## src/rtl/cam_pattern_tx.sv

```systemverilog
// OV7670-style camera emulator: frames of RGB444 test patterns with vsync/href
// timing, all outputs registered one cycle behind the frame FSM.
module cam_pattern_tx #(
  parameter int H_ACTIVE  = 320,
  parameter int V_ACTIVE  = 240,
  parameter int H_BLANK   = 144,
  parameter int VS_LINES  = 3,
  parameter int VBP_LINES = 17,
  parameter int VFP_LINES = 10
) (
  input  logic        i_clk,
  input  logic        i_rstn,
  input  logic        i_enable,
  input  logic [1:0]  i_pattern,
  input  logic [11:0] i_solid_rgb,
  output logic        o_vsync,
  output logic        o_href,
  output logic [7:0]  o_pix_byte,
  output logic        o_busy,
  output logic        o_frame_done,
  output logic [7:0]  o_frame_cnt
);

  localparam int LINE_LEN  = 2 * H_ACTIVE + H_BLANK;
  localparam int COL_W     = $clog2(LINE_LEN);
  localparam int MAX_LINES = V_ACTIVE + VS_LINES + VBP_LINES + VFP_LINES;
  localparam int LN_W      = $clog2(MAX_LINES + 1);
  localparam int BAR_W     = (H_ACTIVE / 8 > 0) ? H_ACTIVE / 8 : 1;

  typedef enum logic [2:0] {
    S_IDLE,
    S_VSYNC,
    S_VBP,
    S_ACTIVE,
    S_VFP
  } state_t;

  state_t            state, state_nxt;
  logic [COL_W-1:0]  col, col_nxt;
  logic [LN_W-1:0]   line, line_nxt;
  logic [1:0]        pat_cap;
  logic [11:0]       solid_cap;
  logic              cap_en;
  logic              frame_end;
  logic              last_col;
  logic              last_line;
  logic              href_nxt;
  logic [15:0]       px;
  logic [15:0]       py;
  logic [11:0]       rgb;
  logic [7:0]        byte_nxt;

  function automatic logic [LN_W-1:0] state_last_line(state_t s);
    case (s)
      S_VSYNC:  return LN_W'(VS_LINES - 1);
      S_VBP:    return LN_W'(VBP_LINES - 1);
      S_ACTIVE: return LN_W'(V_ACTIVE - 1);
      S_VFP:    return LN_W'(VFP_LINES - 1);
      default:  return '0;
    endcase
  endfunction

  // Bar index saturates at 7 so the last bar absorbs any remainder width.
  function automatic logic [11:0] bar_rgb(logic [15:0] x);
    logic [15:0] idx;
    idx = x / 16'(BAR_W);
    if (idx > 16'd7) idx = 16'd7;
    case (idx[2:0])
      3'd0:    return 12'hFFF;
      3'd1:    return 12'hFF0;
      3'd2:    return 12'h0FF;
      3'd3:    return 12'h0F0;
      3'd4:    return 12'hF0F;
      3'd5:    return 12'hF00;
      3'd6:    return 12'h00F;
      default: return 12'h000;
    endcase
  endfunction

  function automatic logic [11:0] pattern_rgb(logic [1:0] pat, logic [15:0] x,
                                              logic [15:0] y, logic [11:0] solid,
                                              logic [3:0] fcnt);
    case (pat)
      2'd0:    return bar_rgb(x);
      2'd1:    return {x[3:0], y[3:0], fcnt};
      2'd2:    return solid;
      default: return (x[4] ^ y[4]) ? 12'hFFF : 12'h000;
    endcase
  endfunction

  assign last_col  = (col == COL_W'(LINE_LEN - 1));
  assign last_line = (line == state_last_line(state));

  always_comb begin
    state_nxt = state;
    col_nxt   = col;
    line_nxt  = line;
    cap_en    = 1'b0;
    frame_end = 1'b0;
    if (state == S_IDLE) begin
      col_nxt  = '0;
      line_nxt = '0;
      if (i_enable) begin
        state_nxt = S_VSYNC;
        cap_en    = 1'b1;
      end
    end else if (!last_col) begin
      col_nxt = col + 1'b1;
    end else begin
      col_nxt = '0;
      if (!last_line) begin
        line_nxt = line + 1'b1;
      end else begin
        line_nxt = '0;
        case (state)
          S_VSYNC:  state_nxt = S_VBP;
          S_VBP:    state_nxt = S_ACTIVE;
          S_ACTIVE: state_nxt = S_VFP;
          default: begin
            frame_end = 1'b1;
            if (i_enable) begin
              state_nxt = S_VSYNC;
              cap_en    = 1'b1;
            end else begin
              state_nxt = S_IDLE;
            end
          end
        endcase
      end
    end
  end

  always_ff @(posedge i_clk or negedge i_rstn) begin
    if (!i_rstn) begin
      state     <= S_IDLE;
      col       <= '0;
      line      <= '0;
      pat_cap   <= 2'd0;
      solid_cap <= 12'h000;
    end else begin
      state <= state_nxt;
      col   <= col_nxt;
      line  <= line_nxt;
      if (cap_en) begin
        pat_cap   <= i_pattern;
        solid_cap <= i_solid_rgb;
      end
    end
  end

  // Pixel generation from the current column/line, consumed by the output register.
  always_comb begin
    href_nxt = (state == S_ACTIVE) && ({1'b0, col} < (COL_W + 1)'(2 * H_ACTIVE));
    px       = 16'(col >> 1);
    py       = 16'(line);
    rgb      = pattern_rgb(pat_cap, px, py, solid_cap, o_frame_cnt[3:0]);
    byte_nxt = 8'h00;
    if (href_nxt) byte_nxt = col[0] ? rgb[7:0] : {4'h0, rgb[11:8]};
  end

  // Output register stage: every output lags the FSM by exactly one cycle.
  always_ff @(posedge i_clk or negedge i_rstn) begin
    if (!i_rstn) begin
      o_vsync      <= 1'b0;
      o_href       <= 1'b0;
      o_pix_byte   <= 8'h00;
      o_busy       <= 1'b0;
      o_frame_done <= 1'b0;
      o_frame_cnt  <= 8'h00;
    end else begin
      o_vsync      <= (state == S_VSYNC);
      o_href       <= href_nxt;
      o_pix_byte   <= byte_nxt;
      o_busy       <= (state != S_IDLE);
      o_frame_done <= frame_end;
      if (frame_end) o_frame_cnt <= o_frame_cnt + 8'd1;
    end
  end

endmodule

```

## config.mk

```make
export PLATFORM = sky130hd
export DESIGN_NAME = cam_pattern_tx
export DESIGN_NICKNAME = d
export VERILOG_FILES = /design/src/rtl/cam_pattern_tx.sv
export SDC_FILE = /design/constraint.sdc
export NUM_CORES = 1
export LEC_CHECK = 0
export BUFFER_PORTS_ARGS = -buffer_cell sky130_fd_sc_hd__buf_4
export CORE_ASPECT_RATIO = 1.2
export CORE_MARGIN = 2
export CORE_UTILIZATION = 31
export DETAILED_ROUTE_END_ITERATION = 8
export PLACE_DENSITY = 0.56
export SYNTH_ARGS = -nofsm -noshare
export SYNTH_HDL_FRONTEND = slang
export SYNTH_SLANG_ARGS = --single-unit
```

## constraint.sdc

```tcl
create_clock -name i_clk -period 6.4 [get_ports i_clk]
set_input_delay 0.64 -clock i_clk [delete_from_list [all_inputs] [get_ports i_clk]]
set_output_delay 0.64 -clock i_clk [all_outputs]
set_load 0.01 [all_outputs]
```

==> results of run 1 <==
sequential cells by signal, indices dropped and copies added, names as in the netlist:
register and cells:
o_frame_done 1, state 3, line 9, col 10, pat_cap 2, solid_cap 12
o_vsync 1, o_frame_cnt 8, o_pix_byte 8, o_busy 1, o_href 1
where the power goes:
| group | switching (uW) | internal, uW | total, uW | leakage, uW |
|---|---|---|---|---|
| sequential | 0 | 354 | 354 | 0.000753 |
| clock | 131 | 157 | 288 | 0.0000772 |
| combinational | 9.79 | 6.27 | 16.1 | 0.000776 |
| total | 141 | 517 | 657 | 0.00161 |
through the flow:
stage	power, uW	setup slack (ps)	hold slack [ps]
floorplan	362	4240	344
global placement	377	3830	458
detailed placement	377	3790	467
CTS	669	3770	434
global route	680	3610	442
finish	657	3760	384
cell usage in the layout (no fill, tap or decap), drive strengths merged, types with 2 or more instances in the layout:
cell / Yosys / routed
dfrtp: 56 / 56
buf: 10 / 36
nor2: 33 / 33
nor2b: 19 / 19
a32o: 14 / 14
nand2: 13 / 13
a21oi: 13 / 13
nand3: 12 / 12
o21ai: 11 / 11
a31oi: 11 / 11
xnor2: 9 / 9
xor2: 8 / 8
o31ai: 7 / 7
nor4: 7 / 7
inv: 5 / 6
clkbuf: 12 / 6
a22oi: 5 / 5
o22ai: 5 / 5
and3: 5 / 5
a21o: 5 / 5
nor3: 5 / 5
nand2b: 4 / 4
or3: 3 / 3
and2: 3 / 3
nand3b: 3 / 3
mux2i: 3 / 3
ha: 3 / 3
nand4: 3 / 3
nand4b: 2 / 2
and3b: 2 / 2
or2: 2 / 2
or4: 2 / 2
o2111a: 2 / 2
clkinv: 1 / 2
or3b: 2 / 2
metal layers:
metal,vias to the layer above,routed length [um]
li1,1189,-
met1,1162,3530
met2,32,3570
met3,7,154
met4,0,123
met5,-,0
how the worst min path moves through the flow:
stage / endpoint / from / slack (ps) / cells past startpoint
after floorplan: col[0]$_DFF_PN0_ / i_rstn / 340 / 0
after global placement: o_frame_cnt[7]$_DFFE_PN0P_ / o_frame_cnt[7]$_DFFE_PN0P_ / 460 / 1
after detailed placement: o_frame_cnt[7]$_DFFE_PN0P_ / o_frame_cnt[7]$_DFFE_PN0P_ / 470 / 1
after CTS: o_frame_cnt[7]$_DFFE_PN0P_ / i_rstn / 430 / 1
after global routing: o_frame_cnt[5]$_DFFE_PN0P_ / i_rstn / 440 / 1
final: o_frame_cnt[5]$_DFFE_PN0P_ / i_rstn / 380 / 1
logic make-up after synthesis:
family	Yosys count	share of synthesized area (%)
AOI/OAI and AO/OA	80	19.3
xor gates and xnor gates	17	4.83
adders and majority gates	3	1.22
buffers and inverters	28	4.55
DFF	56	45.5
muxes	4	1.34
and+or+nand+nor	124	23.3
area by class of cell:
type                       count  area [um2]
multi-input combinational    228        1540
clock inverter                 2        13.8
clock buffer                   6         139
tap                          123         154
timing repair buffer          36         270
inverter                       6        22.5
sequential                    56        1400
fill                         984        6070
worst max-delay path, stage by stage, from the launching register on:
cell     delay [ps]
dfrtp_1         500
or3b_4          460
or3_1           550
a21oi_2         250
nand4_2         390
a32o_2          370
==> impl_results.md, run 1 <==
* CP Capture Point: solid_cap[4]$_DFFE_PN0P_
* Cts bufs inserted at 5
* Post-Synthesis Cells at approximately 310
* # H-tree levels at 2
* Worst VDD drop at 0.000105 V
* CP required at around 6600 ps
* Unrepaired setup endpoints after global routing: no
* Critical Path Source: col[6]$_DFF_PN0_
* CTS clk-pin slew, worst paths at 70 ps
* Power Density at 186 mW/mm2
* Leak at around 0.0016 uW
* Hold buffer count at cts at 0
* Ys flop type: dfrtp_1
* Iteration-0 DRC count of the detailed router at approximately 130
* Post-synth EDFFs at 0
* Initial antenna violation count at 0
* Area after DPL at 0.00339 mm2
* Setup crit start kind: flop
* P&R area growth vs syn at 14.9%
* Worst reg2reg startpoint: col[6]$_DFF_PN0_
* Nets@finish at 353
* Worst r2r dst: solid_cap[4]$_DFFE_PN0P_
* # rows at 39
* Final Hold Fails at 0
* Clk_lat worst skew at 300 ps
* # DRC at 0
* Post-Route WL at 7380 um
* Setup violations, final at 0
* Die width at 95 um
* Core area at 0.00961 mm2
* GPL Wtd Cong at between 0.8 and 0.9
* Clock tree sinks at 56
* Initial core utilization at between 30% and 40%
* Leading area contributor after synthesis: dfrtp_1
* First-pass GRT wire length at 12200 um
* FFs w/ async S/R, synth at between 90% and 100%
* Final Core Density at ~37%
* Syn Area/Cell at roughly 9.9 um2
* Post-synth cell types at 58
* Post-route cell area at between 0.003 and 0.004 mm2
* Top cells by instance count after synthesis: dfrtp_1, nor2_1, nor2b_1
* Post-DRT Antenna Nets at 0
* Number of synthesized register bits at 56
* Worst-Margin Slew at 839 ps
* Post-CTS sizing at 0
* Die Area at approximately 0.011 mm2
* Fin crit period at roughly 2600 ps
* Vias in the first global route at 2403
* Boundary pin count at 37
* Largest fanout on the critical path at 15
* Synth area leaders: dfrtp_1, a32o_1, nor2_1, nor2b_1, xnor2_1
* Clock root cell: clkbuf_16
* Cells after DPL at ~450
* Die Y at between 100 and 150 um
* DP Wirelength at between 5000 and 6000 um
* Met1 Usage GRT at 20.3%
* Max cap viols at 0
* Largest net degree at the start of global routing at 57
* Via count at about 2400
* CP Class: flop to flop
* Routed WL per cell at between 15 and 20 um
* CP endpoint kind: flop
* CTS Buffer Depth at 2
* Setup Buffers After CTS at 0
* Status: completed
* CTS tree: done
* Max Fclk at approximately 380 MHz
* Rel. slew slack at 43.7%
* Yosys warns at 0
* Final worst path period share at slightly above 40%
* Sequential-to-total area share from yosys stat at between 40% and 50%
* Crit path DAT at ~2800 ps
* GRT met3 Usage at around 2.3%
* Met2 GRT Util at between 20% and 30%
* PortBufs at 36
* HP Class: input pin to async pin
* Pins Over Slew Limit at 0
* Top-count cell post-synth: dfrtp_1
* Reg2reg setup slack at between 3000 and 4000 ps
* DRT Pass-1 Iters at 4
* Clk_skew at between 6 and 7 ps
* Cell Area, Synth at 0.00308 mm2
* Total track usage at between 10% and 20%
* Share of layout cells above drive strength 1 at between 15 and 20%
* Worst reg2reg path depth at 5
* Antenna diodes at 0
* Fin cells at about 460
* Grt peak-use layer: met2
* Vias/cell at roughly 5.2
* Syn_nets at 332
* GR Overflow Total at 0
* Synth top area share at a little under half
* Setup_tns at 0 ps
(Power assumes the default switching activity.)
==> run 2, diff against run 1 <==
- PLACE_DENSITY: 0.56 -> 0.58
- clock period: 6.4 -> 2.13 ns (I/O delays scaled with it)
==> impl_results.md, run 2 (synthesized netlist as in run 1, its figures left out) <==
* Status: finished, violations left
* Failing checks: negative setup slack
* First-pass GRT wire length at 13000 um (+6.3%)
* Vias in the first global route at 2600 (+8.2%)
* Min-Delay Path Depth at 2
* Largest registers: solid_cap (12), col (10), line (9)
* Fill count at 942 (-4.3%)
* CTS Buffer Depth at 2 (unchanged)
* Reg2reg setup slack at -4 ps (-3770 ps)
* Worst Hold Launch: i_solid_rgb[1]
* Clock network fraction of total power at 41.2% (-2.6 points)
* CTS tree: done
* Max Fclk at 469 MHz (+24%)
* Post-Route WL at 8340 um (+13%)
* Post-route cell area at 0.00399 mm2 (+13%)
* Worst setup margin at -4.32 ps (-3770 ps)
* Power Density at 475 mW/mm2 (+160%)
* DP Wirelength at 5670 um (+11%)
* Clock root cell: clkbuf_16
* Commonest cells after routing, fill and taps aside: buf_4, dfrtp_1, nor2_1
* Area after DPL at 0.00368 mm2 (+8.6%)
* Leak at 0.00183 uW (+14%)
* Nets@finish at 399 (+13%)
* Die Y at 113 um (unchanged)
* P&R area growth vs syn at 29.4%
* Fin crit period at 2130 ps (-504 ps)
* Initial antenna violation count at 0 (unchanged)
* CTS clk-pin slew, worst paths at 70 ps (about the same)
* Seq pwr share at 56.2% (+2.4 points)
* Rel. slew slack at 51.0% (+7.3 points)
* PortBufs at 36 (unchanged)
* Max cap viols at 0 (unchanged)
* # H-tree levels at 2 (unchanged)
* CP endpoint kind: flop
* Worst-Margin Slew at 735 ps (-104 ps)
* Die width at 95 um (unchanged)
* GPL Wtd Cong at 0.765 (-11%)
* Setup crit start kind: flop
* Area occupied by multi-input gates at 0.00167 mm2 (+8.3%)
* Vias/cell at 5.21 (-0.30%)
* Setup violations, final at 1 (+1)
* Die Area at 0.0108 mm2 (unchanged)
* Pins Over Slew Limit at 0 (unchanged)
* HP Class: input pin to flop
* Setup_tns at -4.32 ps (-4.32 ps)
* Most flop-heavy register: solid_cap
* DRT Pass-1 Iters at 4 (unchanged)
* Via count at 2607 (+9.1%)
* Final worst path period share at 100% (+59 points)
* Antenna diodes at 0 (unchanged)
* Internal power at 1500 uW (+190%)
* Worst reg2reg path depth at 5 (unchanged)
* Max reg flops at 12 (unchanged)
* Largest fanout on the critical path at 6 (-9)
* Worst reg2reg startpoint: state[0]$_DFFE_PN0P_
* Cts bufs inserted at 5 (unchanged)
* Routed WL per cell at 16.7 um (+3.2%)
* Post-DRT Antenna Nets at 0 (unchanged)
* P_sw at 392 uW (+180%)
* Worst VDD drop at 0.000344 V (+230%)
* # rows at 39 (unchanged)
* Crit path DAT at 2310 ps (-520 ps)
* Unrepaired setup endpoints after global routing: yes
* CP Class: flop to flop
* Worst r2r dst: o_frame_cnt[1]$_DFFE_PN0P_
* Comb pwr share at 2.6% (+0.2 points)
* Clk_skew at 4.52 ps (-1.78 ps)
* Share of layout cells above drive strength 1 at 30.0% (+12 points)
* # DRC at 0 (unchanged)
* GR Overflow Total at 0 (unchanged)
* Boundary pin count at 37 (unchanged)
* Core area at 0.00961 mm2 (unchanged)
* Initial core utilization at 32.0% (unchanged)
* Iteration-0 DRC count of the detailed router at 163 (+27%)
* Largest net degree at the start of global routing at 57 (unchanged)
* Sw frac at 20.7% (-0.68 points)
* Final Hold Fails at 0 (unchanged)
* Final total power at 1890 uW (+190%)
* Hold endpoint: solid_cap[1]$_DFFE_PN0P_
* Clock tree sinks at 56 (unchanged)
* Clk_lat worst skew at 290 ps (about the same)
* Register area at 0.00140 mm2 (about the same)
* CP required at 2310 ps (-4280 ps)
* Commonest non-fill, non-tap cell in the layout: buf_4
* Total track usage at 15.4% (+0.87 points)
-- run 2: cell types whose count changed in the layout (fill, tap and decap cells not counted), sizes merged --
cell / previous run / this run
a21o: 5 / 6
clkbuf: 6 / 5
clkinv: 2 / 1
or4: 2 / 3
buf: 36 / 79
inv: 6 / 5
dlygate4sd3: 0 / 1
-- run 2: worst max path at each step --
stage | slack, ps | endpoint | from
final | -4 | o_frame_cnt[1]$_DFFE_PN0P_ | state[0]$_DFFE_PN0P_
after detailed placement | -40 | o_frame_cnt[4]$_DFFE_PN0P_ | state[0]$_DFFE_PN0P_
after floorplan | -10 | state[1]$_DFFE_PN0P_ | state[2]$_DFFE_PN0P_
after CTS | 10 | o_frame_cnt[5]$_DFFE_PN0P_ | state[0]$_DFFE_PN0P_
after global placement | 60 | state[0]$_DFFE_PN0P_ | state[2]$_DFFE_PN0P_
after global routing | -70 | o_frame_cnt[1]$_DFFE_PN0P_ | state[0]$_DFFE_PN0P_
-- run 2: per-stage QoR --
| stage | instances | utilization (%) | hold WS [ps] | setup WS, ps |
|---|---|---|---|---|
| after floorplan | 312 | - | -82.6 | -13.1 |
| after global placement | 485 | 38.3 | 313 | 61.7 |
| after detailed placement | 485 | 38.3 | 319 | -41.3 |
| after CTS | 491 | 39.9 | 160 | 11.0 |
| after global routing | 500 | 41.5 | 166 | -72.9 |
| final | 500 | 41.5 | 167 | -4.32 |
-- run 2: power by group through the flow --
| stage | sequential (uW) | clock, uW | combinational, uW |
|---|---|---|---|
| detailed placement | 1080 | 0 | 50.1 |
| CTS | 1060 | 804 | 51.5 |
| global placement | 1080 | 0 | 49.7 |
| global route | 1060 | 847 | 56.6 |
| floorplan | 1080 | 0 | 2.78 |
| finish | 1060 | 780 | 49.9 |
-- run 2: final cells by class --
class | count | area share [%]
clock buffer | 5 | 3.14
inverter | 6 | 0.565
multi-input combinational | 230 | 41.8
sequential | 56 | 35.2
tap | 123 | 3.86
timing repair buffer | 80 | 15.4
-- run 2: timing repair --
| action | CTS | global route |
|---|---|---|
| setup buffers | 0 | 7 |
| setup endpoints to repair | 2 | 24 |
| resized for setup | 3 | 15 |
| gates cloned | 0 | 2 |
| endpoints found under the hold margin | 9 | 0 |
| hold buffers | 1 | 0 |
| pin swaps | 0 | 6 |
-- run 2: critical path: stages, from the launching register on --
cell and delay (ps):
dfrtp_1 400, or2b_1 290, xnor2_2 190, or4_4 640
nor3_4 190, mux2_4 320
-- run 2: metal layers --
| metal | wire length [um] | vias to the layer above | part of all wire, % | track usage (%) |
|---|---|---|---|---|
| met5 | 0 | - | 0 | 0 |
| met4 | 106 | 0 | 1.3 | 5.22 |
| met3 | 245 | 6 | 2.9 | 2.26 |
| met2 | 4320 | 52 | 52 | 25.8 |
| met1 | 3660 | 1268 | 44 | 20.4 |
| li1 | - | 1281 | - | - |
==> run 3, diff against run 2 <==
- CORE_UTILIZATION: 31 -> 45
- PLACE_DENSITY: 0.58 -> 0.75
==> impl_results.md, run 3 (synthesized netlist as in run 1, its figures left out) <==
* GR Overflow Total at 0 (unchanged)
* Clock tree sinks at 56 (unchanged)
* CP cell instances: nor4_4, mux2i_2, or4_4, nor3_4, mux2_4
* Boundary pin count at 37 (unchanged)
* Max stage delay on crit path at 640 ps (about the same)
* GPL Wtd Cong at 0.864 (+13%)
* # H-tree levels at 2 (unchanged)
* CP endpoint kind: flop
* Worst reg2reg path depth at 5 (unchanged)
* Max Fclk at 470 MHz (+0.23%)
* Nets@finish at 397 (-0.50%)
* Largest net degree at the start of global routing at 57 (unchanged)
* Iteration-0 DRC count of the detailed router at 148 (-9.2%)
* CP required at 2350 ps (+40 ps)
* Initial core utilization at 45.8% (+14 points)
* DRT Pass-1 Iters at 5 (+1)
* Unrepaired setup endpoints after global routing: yes
* Die Y at 94.6 um (-16%)
* Max reg flops at 12 (unchanged)
* Most flop-heavy register: solid_cap
* CP max-delay cell: or4_4
* Post-Route WL at 7500 um (-10%)
* Vias in the first global route at 2580 (-0.77%)
* CTS Buffer Depth at 2 (unchanged)
* Max cap viols at 0 (unchanged)
* Commonest cells after routing, fill and taps aside: buf_4, dfrtp_1, nor2_1
* Initial antenna violation count at 0 (unchanged)
* Clock root cell: clkbuf_8
* Final Core Density at 57.6% (+16 points)
* Commonest non-fill, non-tap cell in the layout: buf_4
* Power Density at 446 mW/mm2 (-6.0%)
* Post-DRT Antenna Nets at 0 (unchanged)
* Worst VDD drop at 0.000303 V (-12%)
* CTS tree: done
* Vias/cell at 5.77 (+11%)
* Core area at 0.00673 mm2 (-30%)
* Rel. slew slack at 52.7% (+1.7 points)
* Total track usage at 20.5% (+5.0 points)
* Final worst path period share at 100% (-0.23 points)
* Min-Delay Path Depth at 2 (unchanged)
* Hold WS at 136 ps (-31.7 ps)
* Die width at 79.5 um (-16%)
* Largest fanout on the critical path at 5 (-1)
* Die Area at 0.00753 mm2 (-30%)
* # rows at 33 (-15%)
* Clk_lat worst skew at 320 ps (+30 ps)
* CTS clk-pin slew, worst paths at 110 ps (+40 ps)
* PortBufs at 36 (unchanged)
* Largest registers: solid_cap (12), col (10), line (9)
* Leak at 0.00180 uW (-1.7%)
* Status: completed
* DP Wirelength at 5200 um (-8.3%)
* First-pass GRT wire length at 12100 um (-6.3%)
* Worst-Margin Slew at 710 ps (-25.6 ps)
* # DRC at 0 (unchanged)
* Antenna diodes at 0 (unchanged)
* HP Class: input pin to flop
* Setup violations, final at 0 (-1)
* Clk_skew at 9.11 ps (+4.59 ps)
* Share of layout cells above drive strength 1 at 30.4% (+0.45 points)
* Routed WL per cell at 16.1 um (-3.3%)
* Setup crit start kind: flop
* Crit path DAT at 2350 ps (+40 ps)
* CP Class: flop to flop
* Final Hold Fails at 0 (unchanged)
* Pins Over Slew Limit at 0 (unchanged)
* Fin crit period at 2130 ps (-5.00 ps)
* P&R area growth vs syn at 25.9%
* Cts bufs inserted at 5 (unchanged)
* Via count at 2681 (+2.8%)
[run 3: cell types whose count changed in the layout (fill, tap and decap cells not counted), sizes merged]
cell	before	now
a21o	6	5
buf	79	78
clkinvlp	0	1
inv	5	7
[run 3: final timing paths]
kind / from / end / slack, ps
max in group asynchronous: i_rstn / state[1]$_DFFE_PN0P_ / 1150
max: line[6]$_DFFE_PN0P_ / o_frame_cnt[1]$_DFFE_PN0P_ / 0.7
max reg2reg: line[6]$_DFFE_PN0P_ / o_frame_cnt[1]$_DFFE_PN0P_ / 0.7
min reg2reg: o_frame_cnt[7]$_DFFE_PN0P_ / o_frame_cnt[7]$_DFFE_PN0P_ / 470
min in group asynchronous: i_rstn / o_frame_cnt[7]$_DFFE_PN0P_ / 460
min: i_solid_rgb[2] / solid_cap[2]$_DFFE_PN0P_ / 140
[run 3: stage by stage]
stage	setup WS [ps]	setup TNS, ps	std cells	area (um2)	total power (uW)
finish	0.682	0	465	3880	1730
global route	-59.1	-750	465	3880	1800
floorplan	-13.1	-123	312	3100	1090
detailed placement	-26.7	-26.7	447	3630	1130
global placement	124	0	447	3630	1130
CTS	5.59	0	456	3750	1750
[run 3: timing repair]
action	CTS	global route
setup buffers	0	8
cloned	0	1
pin swaps	0	7
setup endpoints to repair	3	27
gates resized for setup	2	16
hold buffers	1	0
endpoints found under the hold margin	56	0
[run 3: routing by layer]
metal  wire length, um  track usage [%]  vias up
met1              3190             26.3     1305
met5                 0                0        -
li1                  -                -     1281
met4               189             8.91        0
met3               294             2.87       17
met2              3820             34.4       78
[run 3: power breakdown]
part	internal [uW]	switching (uW)	total, uW
clock	241	380	621
combinational	20.0	28.3	48.3
sequential	1060	0	1060
total	1320	408	1730
[run 3: final cells by class]
cell class	count	area [um2]
flip-flops and latches	56	1410
clock buffers	5	68.8
repair buffers	79	624
fillers	585	2850
inverters	6	22.5
multi-input cells	229	1620
clock inverters	3	25.0
well taps	87	109
[run 3: worst max-delay path, delay by kind of cell (launching register included)]
kind | cells | cell delay (ps)
DFF | 1 | 450
and+or+nand+nor | 3 | 1130
muxes | 2 | 460
